===== src/rtl/alu_share_ctrl.sv =====
// Shares one combinational ALU between two requesters: arbitration, operand issue, result capture and response hold.
// Optional: define ALU_SHARE_FIXED_PRIO_EN to give requester 0 fixed priority instead of round-robin.
module alu_share_ctrl #(
  parameter int W        = 8,
  parameter int OP_W     = 2,
  parameter int STATUS_W = 1
) (
  input  logic                clk,
  input  logic                reset,
  input  logic                req0_valid,
  output logic                req0_ready,
  input  logic [OP_W-1:0]     req0_op,
  input  logic [W-1:0]        req0_a,
  input  logic [W-1:0]        req0_b,
  input  logic                req1_valid,
  output logic                req1_ready,
  input  logic [OP_W-1:0]     req1_op,
  input  logic [W-1:0]        req1_a,
  input  logic [W-1:0]        req1_b,
  output logic                rsp0_valid,
  input  logic                rsp0_ready,
  output logic                rsp1_valid,
  input  logic                rsp1_ready,
  output logic [W-1:0]        rsp_result,
  output logic [STATUS_W-1:0] rsp_status,
  output logic [OP_W-1:0]     alu_op,
  output logic [W-1:0]        alu_a,
  output logic [W-1:0]        alu_b,
  input  logic [W-1:0]        alu_result,
  input  logic [STATUS_W-1:0] alu_status,
  output logic                busy
);

  typedef enum logic [1:0] {
    S_IDLE    = 2'd0,
    S_ISSUE   = 2'd1,
    S_CAPTURE = 2'd2,
    S_RESP    = 2'd3
  } state_t;

  state_t              state_q, state_d;
  logic                last_grant_q, last_grant_d;
  logic                owner_q, owner_d;
  logic [OP_W-1:0]     alu_op_q, alu_op_d;
  logic [W-1:0]        alu_a_q, alu_a_d;
  logic [W-1:0]        alu_b_q, alu_b_d;
  logic [W-1:0]        rsp_result_q, rsp_result_d;
  logic [STATUS_W-1:0] rsp_status_q, rsp_status_d;
  logic                rsp0_valid_q, rsp0_valid_d;
  logic                rsp1_valid_q, rsp1_valid_d;
  logic                busy_q, busy_d;
  logic                grant_s;
  logic                accept_s;

  // Arbitration: a lone requester always wins; contention is broken by policy.
  always_comb begin
    grant_s  = 1'b0;
    accept_s = (state_q == S_IDLE) && (req0_valid || req1_valid);
    if (req0_valid && req1_valid) begin
`ifdef ALU_SHARE_FIXED_PRIO_EN
      grant_s = 1'b0;
`else
      grant_s = ~last_grant_q;
`endif
    end else begin
      grant_s = req1_valid;
    end
    req0_ready = accept_s && !grant_s;
    req1_ready = accept_s && grant_s;
  end

  // Next-state and datapath register updates.
  always_comb begin
    state_d      = state_q;
    last_grant_d = last_grant_q;
    owner_d      = owner_q;
    alu_op_d     = alu_op_q;
    alu_a_d      = alu_a_q;
    alu_b_d      = alu_b_q;
    rsp_result_d = rsp_result_q;
    rsp_status_d = rsp_status_q;
    rsp0_valid_d = rsp0_valid_q;
    rsp1_valid_d = rsp1_valid_q;
    case (state_q)
      S_IDLE: begin
        if (accept_s) begin
          state_d      = S_ISSUE;
          owner_d      = grant_s;
          last_grant_d = grant_s;
          alu_op_d     = grant_s ? req1_op : req0_op;
          alu_a_d      = grant_s ? req1_a  : req0_a;
          alu_b_d      = grant_s ? req1_b  : req0_b;
        end else begin
          state_d = S_IDLE;
        end
      end
      S_ISSUE: begin
        state_d = S_CAPTURE;
      end
      S_CAPTURE: begin
        state_d      = S_RESP;
        rsp_result_d = alu_result;
        rsp_status_d = alu_status;
        rsp0_valid_d = !owner_q;
        rsp1_valid_d = owner_q;
      end
      S_RESP: begin
        if (owner_q ? rsp1_ready : rsp0_ready) begin
          state_d      = S_IDLE;
          rsp0_valid_d = 1'b0;
          rsp1_valid_d = 1'b0;
        end else begin
          state_d = S_RESP;
        end
      end
      default: begin
        state_d      = S_IDLE;
        rsp0_valid_d = 1'b0;
        rsp1_valid_d = 1'b0;
      end
    endcase
    busy_d = (state_d != S_IDLE);
  end

  // State and output registers; last_grant resets to 1 so requester 0 wins first contention.
  always_ff @(posedge clk or posedge reset) begin
    if (reset) begin
      state_q      <= S_IDLE;
      last_grant_q <= 1'b1;
      owner_q      <= 1'b0;
      alu_op_q     <= {OP_W{1'b0}};
      alu_a_q      <= {W{1'b0}};
      alu_b_q      <= {W{1'b0}};
      rsp_result_q <= {W{1'b0}};
      rsp_status_q <= {STATUS_W{1'b0}};
      rsp0_valid_q <= 1'b0;
      rsp1_valid_q <= 1'b0;
      busy_q       <= 1'b0;
    end else begin
      state_q      <= state_d;
      last_grant_q <= last_grant_d;
      owner_q      <= owner_d;
      alu_op_q     <= alu_op_d;
      alu_a_q      <= alu_a_d;
      alu_b_q      <= alu_b_d;
      rsp_result_q <= rsp_result_d;
      rsp_status_q <= rsp_status_d;
      rsp0_valid_q <= rsp0_valid_d;
      rsp1_valid_q <= rsp1_valid_d;
      busy_q       <= busy_d;
    end
  end

  assign alu_op     = alu_op_q;
  assign alu_a      = alu_a_q;
  assign alu_b      = alu_b_q;
  assign rsp_result = rsp_result_q;
  assign rsp_status = rsp_status_q;
  assign rsp0_valid = rsp0_valid_q;
  assign rsp1_valid = rsp1_valid_q;
  assign busy       = busy_q;

endmodule


===== config.mk =====
export PLATFORM = sky130hd
export DESIGN_NAME = alu_share_ctrl
export DESIGN_NICKNAME = d
export VERILOG_FILES = /design/src/rtl/alu_share_ctrl.sv
export SDC_FILE = /design/constraint.sdc
export NUM_CORES = 1
export LEC_CHECK = 0
export CAP_MARGIN = 10
export CELL_PAD_IN_SITES_DETAIL_PLACEMENT = 2
export CELL_PAD_IN_SITES_GLOBAL_PLACEMENT = 2
export CORE_MARGIN = 5
export CORE_UTILIZATION = 23
export CTS_BUF_LIST = sky130_fd_sc_hd__clkbuf_16
export DETAILED_ROUTE_END_ITERATION = 10
export PLACE_DENSITY = 0.88
export SETUP_SLACK_MARGIN = 0.02
export SLEW_MARGIN = 40
export SYNTH_ARGS = -nofsm -noshare
export SYNTH_HDL_FRONTEND = slang
export SYNTH_SLANG_ARGS = --single-unit

===== constraint.sdc =====
create_clock -name clk -period 1.36 [get_ports clk]
set_input_delay 0.272 -clock clk [delete_from_list [all_inputs] [get_ports clk]]
set_output_delay 0.272 -clock clk [all_outputs]
set_load 0.02 [all_outputs]

==> metrics.md <==
| Metric | Value |
|---|---|
| Outcome | `finished, violations left` |
| Failing checks | `negative setup slack` |
| Area occupied by multi-input gates | `684.4 sq um` |
| Global-route wire length before repair | `10020 microns` |
| Total CTS buffers | `5` |
| Root Buffer Master | `clkbuf_16` |
| Nets | `between 300 and 400` |
| Layout cells sized above 1 | `0.2656` |
| Final setup TNS | `-0.3901 ns` |
| Cell taking the most area after synthesis | `dfrtp_1` |
| Initial antenna violation count | `0` |
| Largest cells by area after synthesis | `dfrtp_1 49%, inv_1 9.2%, o221ai_2 8.1%, mux2_2 6.1%, o221ai_1 4.7%` |
| GR Overflow Total | `0` |
| Post-DR wirelength/cell | `around 18 microns` |
| Worst path bufs/invs | `3` |
| CP top delay family | `flip-flops` |
| Critical path fanouts, max | `2` |
| # IOs | `83` |
| Final Total Pwr | `6.266 mW` |
| Drt drc | `0` |
| Sequential share of the synthesized area | `0.5090` |
| Startpoint Class | `flop` |
| Fin crit period | `1.484 ns` |
| Main flop type after synthesis | `dfrtp_1` |
| Fillcell total | `790` |
| Drt total wl | `about 6300 microns` |
| Inserted Diodes | `0` |
| Max Cap Viol | `0` |
| Slew @ Worst Pin | `roughly 0.3 ns` |
| Synth Warn # | `0` |
| Hold Slack | `~0.35 ns` |
| Post-DP HPWL | `4386 microns` |
| Leak Pwr | `1.420 nW` |
| Num rows | `31` |
| Crit-path cells | `buf_4, nand2_2, nand3_2, inv_2, buf_6` |
| Critical path arrival | `roughly 1.2 ns` |
| Int Power | `3.923 mW` |
| Placed Area | `2693 sq um` |
| DRT Pass-1 Iters | `5` |
| Clock tree buffer depth | `2` |
| Via count | `1573` |
| Sw Pwr | `2.343 mW` |
| Syn nets | `206` |
| Initial core utilization | `0.2333` |
| Post-synth ARST share | `1.000` |
| Dpl ws | `-0.5840 ns` |
| Vias in the first global route | `just under 2000` |
| Synthesized area | `1674 sq um` |
| Worst stage delay on the critical path | `0.53 ns` |
| Routed vias/inst | `4.431` |
| Register area | `roughly 850 sq um` |
| Clk_skew | `0.001795 ns` |
| Core area | `7176 sq um` |
| Clock power frac | `0.207` |
| Die width | `95.32 microns` |
| Clk sinks | `34` |
| Crit-path slowest cell | `dfstp_2` |
| Worst slew margin relative to its limit | `0.7952` |
| GRT Overall Usage | `0.1451` |
| Max-slew violation count | `0` |
| Min-delay worst type | `in2async` |
| Reg2reg path depth | `5` |
| Clk slew on worst S/H paths | `~0.06 ns` |
| Crit path capture type | `output port` |
| Req. time, crit path | `1.09 ns` |
| Maximum VDD drop | `0.0004960 V` |
| Mean Syn Cell Area | `10.80 sq um` |
| Mapped Cells | `155` |
| Post-synth top cells | `41 x inv_1, 33 x dfrtp_1, 11 x o21ai_1` |
| Net Sw Frac | `0.3740` |
| Fmax | `673.9 MHz` |
| DR iter-0 viols | `21` |
| Most frequent cell after synthesis | `inv_1` |
| Final worst slack | `-0.1240 ns` |
| Hold Buf Count CTS | `0` |
| Input/output buffers | `just over 80` |
| Combinational power share | `0.505` |
| Fin. Hold Viols | `0` |
| Yosys reg bits | `34` |
| Area grow syn2layout | `76.16%` |
| Number of H-tree branching levels | `2` |
| Die area | `9085 sq um` |
| R2R setup slack | `-0.04 ns` |
| Sequential Power Share | `0.288` |
| WS Path Type | `reg2out` |
| DRT antenna net count | `0` |
| Die Height | `95.32 microns` |
| Worst reg2reg startpoint | `last_grant_q` |
| Unique masters post-synth | `27` |
| # setup viols final | `11` |
| Worst reg2reg endpoint | `alu_a[5]` |
| Finished Cell Area | `2949 sq um` |
| Number of synthesized flops with an enable pin | `0` |
| Largest net degree at the start of global routing | `35` |
| Clock Latency Late Sink | `roughly 0.27 ns` |
| RSZ-0062 raised after global routing | `yes` |
| Power Dens Cells | `2125 nW/um^2` |
| RePlAce Congestion | `approximately 0.75` |
| CTS tree | `yes` |
| Top-area cell type share of the netlist area | `0.4933` |
| Crit share post-route | `1.091` |
==> cell usage in the layout, fill, tap and decap left out, types with 3 or more instances in the layout <==
cell type        Yosys  final
buf_4                0      9
buf_6                4      6
clkbuf_16            0      5
clkdlybuf4s50_1      0     50
dfrtp_1             33     33
dlygate4sd2_1        0     29
inv_1               41     39
mux2_4               0      9
nand2_1              5      4
o21ai_0              6      5
o21ai_1             11     10
o21ai_2              6      8
o221ai_1             9      9
o221ai_2             9      9
or2_4                1      3
==> registers in the layout, indices dropped and copies added (netlist names) <==
| register | cells |
|---|---|
| busy | 1 |
| owner_q | 1 |
| rsp1_valid | 1 |
| rsp_status | 1 |
| rsp0_valid | 1 |
| alu_op | 2 |
| alu_a | 8 |
| rsp_result | 8 |
| state_q | 2 |
| last_grant_q | 1 |
| alu_b | 8 |
==> kinds of logic after synthesis <==
family          after synthesis  share of synthesized area
simple gates                 16                    0.06504
buf+inv                      49                     0.1300
flops                        34                     0.5090
mux                          10                    0.06727
compound gates               46                     0.2287
==> area by class of cell <==
class,count,share of cell area
repair buffers,99,0.3288
flip-flops and latches,34,0.2889
multi-input cells,74,0.2321
inverters,41,0.05219
clock buffers,5,0.04243
well taps,99,0.04200
clock inverters,3,0.01358
==> power by group through the flow <==
stage | Sequential, mW | Combinational, mW | Clock, mW
4_1_cts | 1.81 | 3.18 | 1.33
5_1_grt | 1.88 | 3.40 | 1.37
3_3_place_gp | 1.77 | 2.97 | 0
2_1_floorplan | 2.32 | 1.10 | 0
3_5_place_dp | 1.82 | 3.08 | 0
6_report | 1.81 | 3.16 | 1.30
==> tightest hold or removal path: stages <==
cell	delay [ns]
clkdlybuf4s50_1	0.40
inv_1	0.09
buf_12	0.23
==> layer usage <==
metal,vias up,GRT usage,part of all wire
met3,4,0.02999,0.049
met1,794,0.1529,0.37
met4,0,0.04327,0.011
li1,728,-,-
met2,47,0.2845,0.57
met5,-,0,0
==> worst max path at each step <==
stage / from / end / slack [ns] / cells after the start
6_report: last_grant_q / req1_ready / -0.12 / 5
5_1_grt: last_grant_q / req1_ready / -0.17 / 5
4_1_cts: last_grant_q / req1_ready / -0.18 / 5
3_5_place_dp: req0_valid / req1_ready / -0.58 / 5
3_3_place_gp: req1_valid / req0_ready / -0.56 / 5
2_1_floorplan: state_q[0] / req1_ready / 0.03 / 4
==> what timing repair did <==
action,4_1_cts,5_1_grt
setup buffers,6,0
gates cloned,1,1
endpoints found under the setup margin,58,34
resized for setup,61,10
pin swaps,9,3
==> metrics by stage <==
stage | std cells | util
finish | 355 | 0.4110
global route | 355 | 0.4110
CTS | 355 | 0.4089
detailed placement | 341 | 0.3752
global placement | 341 | 0.3752
floorplan | 155 | -
(Power assumes the default switching activity.)
